## config.mk

```make
export PLATFORM = sky130hd
export DESIGN_NAME = sprite_blitter_flat
export DESIGN_NICKNAME = d
export VERILOG_FILES = /design/src/rtl/sprite_pkg.sv /design/src/rtl/sprite_blitter_if.sv /design/src/rtl/pix_skid_buf.sv /design/src/rtl/sprite_blitter.sv /design/src/flat_wrapper.sv
export SDC_FILE = /design/constraint.sdc
export NUM_CORES = 1
export LEC_CHECK = 0
export CAP_MARGIN = 10
export CELL_PAD_IN_SITES_DETAIL_PLACEMENT = 1
export CELL_PAD_IN_SITES_GLOBAL_PLACEMENT = 2
export CORE_ASPECT_RATIO = 2
export CORE_MARGIN = 2
export CORE_UTILIZATION = 38
export CTS_CLUSTER_SIZE = 20
export DETAILED_ROUTE_END_ITERATION = 16
export PLACE_DENSITY_LB_ADDON = 0.1
export SYNTH_ARGS = -nofsm -noshare
export SYNTH_HDL_FRONTEND = slang
export SYNTH_SLANG_ARGS = --single-unit
export TNS_END_PERCENT = 10
```

## constraint.sdc

```tcl
create_clock -name Clk -period 5.95 [get_ports Clk]
set_input_delay 0.8925 -clock Clk [delete_from_list [all_inputs] [get_ports Clk]]
set_output_delay 0.8925 -clock Clk [all_outputs]
set_load 0.02 [all_outputs]
```

## src/rtl/sprite_pkg.sv

```systemverilog
// Shared constants, FSM state type and pixel-entry type for the sprite blitter.
package sprite_pkg;

  localparam int FB_WIDTH   = 640;
  localparam int FB_HEIGHT  = 480;
  localparam int FB_ADDR_W  = 19;
  localparam int PIX_W      = 5;
  localparam int ROM_ADDR_W = 15;
  localparam int POS_W      = 10;

  typedef enum logic [1:0] {
    ST_IDLE,
    ST_RUN,
    ST_DRAIN,
    ST_FIN
  } blit_state_e;

  typedef struct packed {
    logic [FB_ADDR_W-1:0] fb_addr;
    logic [PIX_W-1:0]     data;
  } pix_entry_t;

endpackage

```

## src/rtl/sprite_blitter_if.sv

```systemverilog
// Control, sprite-ROM and frame-buffer signals of the sprite blitter.
// Optional HFLIP_EN adds the Flip request bit.
interface sprite_blitter_if;
  import sprite_pkg::*;

  logic                  Start;
  logic [POS_W-1:0]      Pos_X;
  logic [POS_W-1:0]      Pos_Y;
  logic                  Busy;
  logic                  Done;
  logic [ROM_ADDR_W-1:0] Rom_Addr;
  logic [PIX_W-1:0]      Rom_Data;
  logic [FB_ADDR_W-1:0]  Fb_Addr;
  logic [PIX_W-1:0]      Fb_Data;
  logic                  Fb_We;
  logic                  Fb_Ready;
`ifdef HFLIP_EN
  logic                  Flip;
`endif

  // Blitter side
  modport slave (
`ifdef HFLIP_EN
    input  Flip,
`endif
    input  Start, Pos_X, Pos_Y, Rom_Data, Fb_Ready,
    output Busy, Done, Rom_Addr, Fb_Addr, Fb_Data, Fb_We
  );

  // Game logic / ROM / frame-buffer side
  modport master (
`ifdef HFLIP_EN
    output Flip,
`endif
    output Start, Pos_X, Pos_Y, Rom_Data, Fb_Ready,
    input  Busy, Done, Rom_Addr, Fb_Addr, Fb_Data, Fb_We
  );

endinterface

```

## src/rtl/pix_skid_buf.sv

```systemverilog
// Two-entry FIFO holding pixels waiting for the frame-buffer write port.
module pix_skid_buf
  import sprite_pkg::*;
(
  input  logic       Clk,
  input  logic       Reset_n,
  input  logic       push,
  input  pix_entry_t push_entry,
  input  logic       pop,
  output pix_entry_t head,
  output logic [1:0] occupancy,
  output logic       full,
  output logic       empty
);

  pix_entry_t mem_q [2];
  pix_entry_t mem_d [2];
  logic       wr_ptr_q, wr_ptr_d;
  logic       rd_ptr_q, rd_ptr_d;
  logic [1:0] cnt_q, cnt_d;
  logic       push_ok, pop_ok;

  assign full      = (cnt_q == 2'd2);
  assign empty     = (cnt_q == 2'd0);
  assign occupancy = cnt_q;
  assign head      = mem_q[rd_ptr_q];

  // Next-state of storage, pointers and count for push/pop
  always_comb begin
    mem_d    = mem_q;
    wr_ptr_d = wr_ptr_q;
    rd_ptr_d = rd_ptr_q;
    pop_ok   = pop && !empty;
    push_ok  = push && (!full || pop_ok);
    if (push_ok) begin
      mem_d[wr_ptr_q] = push_entry;
      wr_ptr_d        = !wr_ptr_q;
    end
    if (pop_ok) begin
      rd_ptr_d = !rd_ptr_q;
    end
    cnt_d = cnt_q + {1'b0, push_ok} - {1'b0, pop_ok};
  end

  // Storage and pointer registers
  always_ff @(posedge Clk) begin
    if (!Reset_n) begin
      for (int i = 0; i < 2; i++) mem_q[i] <= '0;
      wr_ptr_q <= 1'b0;
      rd_ptr_q <= 1'b0;
      cnt_q    <= 2'd0;
    end else begin
      mem_q    <= mem_d;
      wr_ptr_q <= wr_ptr_d;
      rd_ptr_q <= rd_ptr_d;
      cnt_q    <= cnt_d;
    end
  end

endmodule

```

## src/rtl/sprite_blitter.sv

```systemverilog
// Sprite blitter: walks the sprite ROM row-major, drops transparent and
// off-screen pixels and writes the rest into the frame buffer in raster order.
// Optional macro HFLIP_EN mirrors ROM addressing horizontally when Flip=1.
module sprite_blitter
  import sprite_pkg::*;
#(
  parameter int SPR_W  = 150,
  parameter int SPR_H  = 120,
  parameter int FB_W   = FB_WIDTH,
  parameter int FB_H   = FB_HEIGHT,
  parameter int TRANSP = 0
) (
  input logic             Clk,
  input logic             Reset_n,
  sprite_blitter_if.slave bus
);

  localparam logic [POS_W-1:0]      COL_LAST   = POS_W'(SPR_W - 1);
  localparam logic [POS_W-1:0]      ROW_LAST   = POS_W'(SPR_H - 1);
  localparam logic [ROM_ADDR_W-1:0] ROW_STRIDE = ROM_ADDR_W'(SPR_W);
  localparam logic [POS_W:0]        FB_W_LIM   = (POS_W + 1)'(FB_W);
  localparam logic [POS_W:0]        FB_H_LIM   = (POS_W + 1)'(FB_H);
  localparam logic [PIX_W-1:0]      TRANSP_PIX = PIX_W'(TRANSP);

  blit_state_e           state_q, state_d;
  logic [POS_W-1:0]      pos_x_q, pos_x_d;
  logic [POS_W-1:0]      pos_y_q, pos_y_d;
  logic [POS_W-1:0]      col_q, col_d;
  logic [POS_W-1:0]      row_q, row_d;
  logic [ROM_ADDR_W-1:0] row_base_q, row_base_d;
  logic                  vld_p1_q, vld_p1_d;
  logic [POS_W:0]        x_p1_q, x_p1_d;
  logic [POS_W:0]        y_p1_q, y_p1_d;
  logic [POS_W-1:0]      col_off;
`ifdef HFLIP_EN
  logic                  flip_q, flip_d;
`endif

  logic       issue;
  logic       keep;
  logic       buf_push, buf_pop;
  logic       buf_full, buf_empty;
  logic [1:0] buf_occ;
  pix_entry_t buf_head, new_entry;

  // Column offset into the ROM row, mirrored when a flipped blit is active
`ifdef HFLIP_EN
  assign col_off = flip_q ? (COL_LAST - col_q) : col_q;
`else
  assign col_off = col_q;
`endif

  // Stage p0: ROM address issue; ROM answers one clock later
  assign bus.Rom_Addr = row_base_q + ROM_ADDR_W'(col_off);

  // Stage p1: ROM pixel and its screen position meet; decide keep/drop
  assign keep = vld_p1_q && (bus.Rom_Data != TRANSP_PIX) &&
                (x_p1_q < FB_W_LIM) && (y_p1_q < FB_H_LIM);
  assign new_entry.fb_addr = FB_ADDR_W'(32'(y_p1_q) * 32'(FB_W) + 32'(x_p1_q));
  assign new_entry.data    = bus.Rom_Data;
  assign buf_push = keep && !buf_full;

  // Stage p2: buffer head drives the frame-buffer write port
  assign buf_pop     = !buf_empty && bus.Fb_Ready;
  assign bus.Fb_We   = !buf_empty;
  assign bus.Fb_Addr = buf_head.fb_addr;
  assign bus.Fb_Data = buf_head.data;

  assign bus.Busy = (state_q != ST_IDLE);
  assign bus.Done = (state_q == ST_FIN);

  // An address may issue only if the buffer can still absorb every pixel
  // already committed, even if the write port stalls from now on.
  assign issue = (state_q == ST_RUN) &&
                 (({1'b0, buf_occ} + {2'b00, vld_p1_q} - {2'b00, buf_pop}) <= 3'd1);

  // FSM next state, position capture and raster counters
  always_comb begin
    state_d    = state_q;
    pos_x_d    = pos_x_q;
    pos_y_d    = pos_y_q;
    col_d      = col_q;
    row_d      = row_q;
    row_base_d = row_base_q;
    vld_p1_d   = issue;
    x_p1_d     = x_p1_q;
    y_p1_d     = y_p1_q;
`ifdef HFLIP_EN
    flip_d     = flip_q;
`endif
    case (state_q)
      ST_IDLE: begin
        if (bus.Start) begin
          state_d = ST_RUN;
          pos_x_d = bus.Pos_X;
          pos_y_d = bus.Pos_Y;
`ifdef HFLIP_EN
          flip_d  = bus.Flip;
`endif
        end
      end
      ST_RUN: begin
        if (issue) begin
          x_p1_d = {1'b0, pos_x_q} + {1'b0, col_q};
          y_p1_d = {1'b0, pos_y_q} + {1'b0, row_q};
          if (col_q == COL_LAST) begin
            col_d = '0;
            if (row_q == ROW_LAST) begin
              row_d      = '0;
              row_base_d = '0;
              state_d    = ST_DRAIN;
            end else begin
              row_d      = row_q + 1'b1;
              row_base_d = row_base_q + ROW_STRIDE;
            end
          end else begin
            col_d = col_q + 1'b1;
          end
        end
      end
      ST_DRAIN: begin
        if (!vld_p1_q && buf_empty) state_d = ST_FIN;
      end
      ST_FIN: begin
        state_d = ST_IDLE;
      end
      default: begin
        state_d = ST_IDLE;
      end
    endcase
  end

  // Control, counter and pipeline registers
  always_ff @(posedge Clk) begin
    if (!Reset_n) begin
      state_q    <= ST_IDLE;
      pos_x_q    <= '0;
      pos_y_q    <= '0;
      col_q      <= '0;
      row_q      <= '0;
      row_base_q <= '0;
      vld_p1_q   <= 1'b0;
      x_p1_q     <= '0;
      y_p1_q     <= '0;
`ifdef HFLIP_EN
      flip_q     <= 1'b0;
`endif
    end else begin
      state_q    <= state_d;
      pos_x_q    <= pos_x_d;
      pos_y_q    <= pos_y_d;
      col_q      <= col_d;
      row_q      <= row_d;
      row_base_q <= row_base_d;
      vld_p1_q   <= vld_p1_d;
      x_p1_q     <= x_p1_d;
      y_p1_q     <= y_p1_d;
`ifdef HFLIP_EN
      flip_q     <= flip_d;
`endif
    end
  end

  pix_skid_buf u_skid (
    .Clk        (Clk),
    .Reset_n    (Reset_n),
    .push       (buf_push),
    .push_entry (new_entry),
    .pop        (buf_pop),
    .head       (buf_head),
    .occupancy  (buf_occ),
    .full       (buf_full),
    .empty      (buf_empty)
  );

endmodule

```

## src/flat_wrapper.sv

```systemverilog
// flat-port wrapper written by rule: the top's interface ports become plain ports
module sprite_blitter_flat import sprite_pkg::*;
#(
  parameter int SPR_W  = 150,
  parameter int SPR_H  = 120,
  parameter int FB_W   = FB_WIDTH,
  parameter int FB_H   = FB_HEIGHT,
  parameter int TRANSP = 0
)
  (Clk, Reset_n, bus_Start, bus_Pos_X, bus_Pos_Y, bus_Rom_Data, bus_Fb_Ready, bus_Busy, bus_Done, bus_Rom_Addr, bus_Fb_Addr, bus_Fb_Data, bus_Fb_We);
  sprite_blitter_if bus_i ();
  input logic Clk;
  input logic Reset_n;
  input wire logic [$bits(bus_i.Start)-1:0] bus_Start;
  input wire logic [$bits(bus_i.Pos_X)-1:0] bus_Pos_X;
  input wire logic [$bits(bus_i.Pos_Y)-1:0] bus_Pos_Y;
  input wire logic [$bits(bus_i.Rom_Data)-1:0] bus_Rom_Data;
  input wire logic [$bits(bus_i.Fb_Ready)-1:0] bus_Fb_Ready;
  output wire logic [$bits(bus_i.Busy)-1:0] bus_Busy;
  output wire logic [$bits(bus_i.Done)-1:0] bus_Done;
  output wire logic [$bits(bus_i.Rom_Addr)-1:0] bus_Rom_Addr;
  output wire logic [$bits(bus_i.Fb_Addr)-1:0] bus_Fb_Addr;
  output wire logic [$bits(bus_i.Fb_Data)-1:0] bus_Fb_Data;
  output wire logic [$bits(bus_i.Fb_We)-1:0] bus_Fb_We;
  assign bus_i.Start = bus_Start;
  assign bus_i.Pos_X = bus_Pos_X;
  assign bus_i.Pos_Y = bus_Pos_Y;
  assign bus_i.Rom_Data = bus_Rom_Data;
  assign bus_i.Fb_Ready = bus_Fb_Ready;
  assign bus_Busy = bus_i.Busy;
  assign bus_Done = bus_i.Done;
  assign bus_Rom_Addr = bus_i.Rom_Addr;
  assign bus_Fb_Addr = bus_i.Fb_Addr;
  assign bus_Fb_Data = bus_i.Fb_Data;
  assign bus_Fb_We = bus_i.Fb_We;
  sprite_blitter #(.SPR_W(SPR_W), .SPR_H(SPR_H), .FB_W(FB_W), .FB_H(FB_H), .TRANSP(TRANSP)) u_core (.Clk(Clk), .Reset_n(Reset_n), .bus(bus_i));
endmodule
```

# Word level (Yosys, flattened, before mapping)
# Cells that the tools add are included.
[word_totals]
register_bits = 132
latch_bits = 0
ram_bits = 0
mem_bits_ro = 0
input_bits = 29
wordCells = 86
memories = 0
[classes]
addsub = 11
mul = 1
n_div = 0
n_lt_le_gt_ge = 6
n_eq_ne = 11
shifts = 0
n_mux = 15
n_bitwise = 2
n_reduce_logical = 24
[op_table]
columns = ["op", "count"]
rows = [
  ["$mux 24", 4],
  ["$bwmux 48", 1],
  ["$demux 24 s1", 1],
  ["$add 10x10->11", 2],
  ["$add 10x1->10 const B", 2],
  ["$mux 10", 2],
  ["$add 19x11->19", 1],
  ["$add 15x10->15", 1],
  ["$add 15x8->15 const B", 1],
  ["$mux 15", 1],
  ["$mul 11x3->12 const B", 1],
  ["$lt 11x10->1 const B", 1],
  ["$lt 11x9->1 const B", 1],
  ["$eq 10x7->1 const B", 1],
  ["$eq 10x8->1 const B", 1],
  ["$logic_and 1x1->1", 10],
  ["$mux 2", 5],
  ["$pmux 2 s4", 1],
  ["$eq 2x2->1 const B", 3],
  ["$ne 2x2->1 const B", 3],
  ["$logic_not 1->1", 5],
  ["$reduce_and 5->1", 1],
  ["$reduce_bool 5->1", 1],
  ["$ge 2x2->1 const B", 2],
  ["14 further kinds", 18],
]

# Logic depth before layout (Yosys ltp)
[logic_depth]
depth_word = 8
depth_mapped = 14
mapped_depth_nobuf = 13

# Modules after synthesis
# From an unflattened synthesis, not the netlist that was laid out.
[hier_totals]
cells_unflattened = 874
area_unflattened_um2 = 7541.0
[by_module_without_submodules]
columns = ["mod", "instances", "cells_per_inst", "area_each_um2", "seq_area_each_um2"]
rows = [
  ["sprite_blitter", 1, 643, 5201.2, 1581.5],
  ["pix_skid_buf", 1, 231, 2339.7, 1041.0],
]

# Worst setup path before layout
# Ideal clock, no wire load.
[synth_timing]
path_type = "input -> register"
from = "input port bus_Fb_Ready"
to = "register u_core.row_base_q[10]"
setup_time_ns = 0.128
arrival_time_ns = 3.282
path_slack_ns = 2.541
stages = 12
path_cell_list = "and2_1 -> ha_1 -> inv_1 -> ha_1 -> fa_1 -> xor2_1 -> and3_1 -> clkbuf_1 -> nand2_1 -> o21ai_0 -> clkbuf_1 -> nor2_1"
[synth_between]
elab_chain_cells = 5
[synth_lines]
columns = ["element", "line_no", "rtl"]
rows = [
  ["start: declaration", "flat_wrapper.sv:18", "input wire logic [$bits(bus_i.Fb_Ready)-1:0] bus_Fb_Ready;"],
  ["$logic_and 1x1->1", "sprite_blitter.sv:64", "assign buf_pop = !buf_empty && bus.Fb_Ready;"],
  ["$sub 3x1->3", "sprite_blitter.sv:75", "(({1'b0, buf_occ} + {2'b00, vld_p1_q} - {2'b00, buf_pop}) <= 3'd1);"],
  ["$le 3x1->1", "sprite_blitter.sv:75", ""],
  ["$logic_and 1x1->1", "sprite_blitter.sv:74", "assign issue = (state_q == ST_RUN) &&"],
  ["$reduce_and 3->1 (no source line)", "--", ""],
  ["end signal: assignment", "sprite_blitter.sv:154", "row_base_q <= row_base_d;"],
  ["end: declaration", "sprite_blitter.sv:30", "logic [ROM_ADDR_W-1:0] row_base_q, row_base_d;"],
]
# No other way between the ends.
# A chain may end at the register's enable or synchronous reset.

# Worst setup path after layout
[layout_timing]
from = "register u_core.col_q[2] (netlist: u_core.col_off[2])"
to = "output port bus_Rom_Addr[14]"
[layout_between]
elab_chain_cells = 1
[layout_lines]
columns = ["element", "line_no", "rtl"]
rows = [
  ["start: declaration", "sprite_blitter.sv:28", "logic [POS_W-1:0] col_q, col_d;"],
  ["start signal: assignment", "sprite_blitter.sv:152", "col_q <= col_d;"],
  ["$add 15x10->15", "sprite_blitter.sv:54", "assign bus.Rom_Addr = row_base_q + ROM_ADDR_W'(col_off);"],
  ["end: declaration", "flat_wrapper.sv:21", "output wire logic [$bits(bus_i.Rom_Addr)-1:0] bus_Rom_Addr;"],
]
# No other way between the ends.

==> metrics.csv <==
stage;metric;value;unit
logic_synthesis;synth_area;7373;µm²
sta;fin_crit_sh;0.7402;
place;portBuffers;70;
global_routing;grt_usage;0.2164;
logic_synthesis;netlist_instances;834;
sta;worst_clock_skew;8.498;ps
cts;htree_levels;4;
worst_setup_path;worstPathMaxFanout;8;
cts;cts.path.max_buffers;2;
logic_synthesis;syn_nets;931;
final_layout;nFillCells;2224;
sta;rsz0062_at_grt;no;
logic_synthesis;ys_warn_count;0;
final_layout;fin_cells;1164;
worst_setup_path;start_kind;flip-flop;
worst_setup_path;worstReg2RegEnd;u_core.row_q[4]$_SDFFE_PN0P_;
cts;clk_latency;420;ps
routing;wl_met3;454;µm
sta;min_period;4404;ps
final_layout;area_delta_synth_final;20.84;%
sta;drv_slew;0;
die;pin_count;71;
die;placeableCoreArea;19190;µm²
place;dpl.hpwl;16450;µm
final_layout;final_nets;990;
routing;top_layer_used;met4;
die;num_rows;72;
sta;hold_viol_final;0;
cts;clockRootBuffer;clkbuf_16;
die;die_w;102.5;µm
logic_synthesis;synth_common_cells;dfxtp_1 (131), nand2_1 (127), ha_1 (63);
worst_hold_path;min-delay-start;u_core.u_skid.mem_q[13]$_SDFFE_PN0P_;
place;dp_cells;1133;
logic_synthesis;synth.most_common_cell;dfxtp_1;
cts;cts_sinks;131;
place;gp_congestion;0.8358;
logic_synthesis;yosys-top-cells-area;dfxtp_1 (36%), ha_1 (11%), nand2_1 (6.5%), a21boi_0 (4.6%), xor2_1 (4.2%);
power_and_ir_drop;p_int;0.001977;W
final_layout;drive_gt1_frac;0.08619;
sta;worst_pin_slew;979.7;ps
worst_setup_path;reg2regPathDepth;13;
routing;ant_nets;0;
global_routing;grt_pass1_vias;6790;
cts;path_clk_slew;60;ps
worst_setup_path;crit_arrival;3510;ps
sta;max-slew-margin-rel;0.3424;
logic_synthesis;synth_ff_type;dfxtp_1;
logic_synthesis;seq_area_frac_synth;0.3557;
final_layout;post-route-util;0.4643;
run;drv_cap;0;
worst_hold_path;holdPathEnd;u_core.u_skid.mem_q[13]$_SDFFE_PN0P_;
power_and_ir_drop;power_switching;0.001014;W
power_and_ir_drop;sw_frac_of_total;0.3390;
final_layout;antenna_cells;0;
worst_setup_path;worst-setup-path-type;reg -> out;
power_and_ir_drop;power_frac_clock;0.358;
routing;drt_wl_total;20990;µm
routing;viasPerCell;5.323;
logic_synthesis;synth-edff-count;0;
global_routing;antenna_found_initial;0;
worst_setup_path;r2r_setup_slack;2110;ps
cts;cts-hold-fix-buffers;0;
global_routing;grt_pass1_wl;34530;µm
worst_hold_path;worst_hold_path_type;reg -> reg;
worst_setup_path;crit-reg2reg-launch;u_core.u_skid.occupancy[1]$_SDFF_PN0_;
logic_synthesis;synth.avg_cell_area;8.841;µm²
cts;tritoncts;yes;
routing;met1_length;7544;µm
cts;post-cts-setup-buffers;0;
worst_setup_path;crit_required;5060;ps
routing;dr_total_vias;6196;
worst_setup_path;cp-end-kind;output pin;
die;chipHeight;201.0;µm
global_routing;grt_overflow;0;
power_and_ir_drop;power-per-cell-area;335.6;nW/µm²
power_and_ir_drop;power.leakage;3.670;nW
routing;drc;0;
power_and_ir_drop;power_frac_seq;0.355;
die;start_util;0.3843;
sta;setup_viol;0;
logic_synthesis;async_flop_share;0;
sta;clock.fmax;0.2271;GHz
worst_hold_path;holdPathStages;2;
cts;numCtsBuffers;17;
routing;route.met2.wl;12430;µm
sta;finalSetupTns;0;ps
power_and_ir_drop;comb_power_share;0.287;
die;dieArea;20600;µm²
global_routing;grt_start_max_net_pins;60;
power_and_ir_drop;ir_worst_vdd;0.2352;mV
logic_synthesis;ys_types;59;
logic_synthesis;yosysTopAreaCell;dfxtp_1;
logic_synthesis;ys_seq_elements;131;
logic_synthesis;yosys.area.top_type_share;0.3557;
routing;drtIter0Drc;142;
cts;cts_resized;0;
outcome;status;finished clean;
routing;dr.pass1.iters;4;
routing;wl_per_cell;18.03;µm
## final cells by class
type / count / area (µm²) / share of cell area
Inverter: 28 / 105.1 / 0.01180
Sequential cell: 131 / 2623 / 0.2943
Tap cell: 259 / 324.1 / 0.03637
Clock buffer: 18 / 439.2 / 0.04929
Timing Repair Buffer: 78 / 755.7 / 0.08482
Clock inverter: 13 / 158.9 / 0.01783
Multi-Input combinational cell: 637 / 4504 / 0.5055
## cell families after synthesis
logic type / synth area share
buf+inv: 0.03564
mux: 0.04208
fa+ha+maj: 0.1205
flops: 0.3557
compound gates: 0.1670
simple gates: 0.1950
xor+xnor: 0.08417
## power by group through the flow
stage	clock [W]	combinational [W]	sequential, W
after CTS	0.00109	0.000877	0.00106
after global routing	0.00113	0.000961	0.00107
after floorplan	0	0.000593	0.00104
after global placement	0	0.000839	0.00108
final	0.00107	0.000857	0.00106
after detailed placement	0	0.000872	0.00108
## flip-flops by register name (all words and copies together) (netlist names), 10 cells and up
name and cells:
u_core.row_base_q 14, u_core.row_q 10, u_core.x_p1_q 11, u_core.u_skid.mem_q 48, u_core.col_off 10, u_core.pos_x_q 10
u_core.pos_y_q 10, u_core.y_p1_q 11
## worst max path at each step
| stage | start | end | slack (ps) | cells past startpoint |
|---|---|---|---|---|
| finish | u_core.col_off[2]$_SDFFE_PN0P_ | bus_Rom_Addr[14] | 1550 | 9 |
| global placement | bus_Fb_Ready | u_core.row_q[4]$_SDFFE_PN0P_ | 1680 | 13 |
| floorplan | bus_Fb_Ready | u_core.row_base_q[10]$_SDFFE_PN0P_ | 2540 | 12 |
| CTS | u_core.col_off[2]$_SDFFE_PN0P_ | bus_Rom_Addr[14] | 1400 | 9 |
| global route | u_core.col_off[2]$_SDFFE_PN0P_ | bus_Rom_Addr[14] | 1110 | 9 |
| detailed placement | bus_Fb_Ready | u_core.row_q[4]$_SDFFE_PN0P_ | 1480 | 13 |
## placed cells by master (no fill, tap or decap), types with 4 or more instances in the layout
master,count
or2_2,4
a211oi_1,4
buf_4,8
a21boi_0,45
ha_1,63
dfxtp_1,131
o21ai_0,29
clkdlybuf4s50_1,69
clkbuf_16,17
inv_1,28
nand4b_1,4
clkinv_2,4
nand3_1,32
o211ai_1,4
fa_1,5
nor2b_1,11
nand2_1,127
o31ai_1,4
o21a_1,4
nor3_1,9
a31oi_1,4
nor4b_1,4
and3_1,7
nor2_1,54
xor2_1,35
nand4_1,10
xnor2_1,34
a22o_1,19
o211a_1,6
mux2i_1,4
and2_1,13
mux2_2,24
nand2b_1,8
a21oi_1,20
a21o_1,11
## worst max-delay path: stages (launching register included)
cell	delay, ps
dfxtp_1	390
ha_1	340
a21o_1	150
a21oi_1	120
nor2_1	120
a41oi_1	170
a311oi_1	800
nand3_1	180
xnor2_1	190
clkdlybuf4s50_1	630
## per-layer routing
metal	global-route usage	up-vias
met5	0	-
met3	0.03343	26
li1	-	3014
met2	0.4321	91
met4	0.08333	0
met1	0.2088	3065
## per-stage QoR
step,hold slack (ps),cell area [µm²],power [W],setup WS (ps)
finish,459.4,8910,0.002990,1546
floorplan,419.6,7373,0.001635,2541
global placement,432.1,8312,0.001917,1676
global route,488.3,8910,0.003164,1113
detailed placement,453.9,8312,0.001954,1476
CTS,462.9,8910,0.003032,1400
No activity file was read; power rests on OpenSTA's default activity.
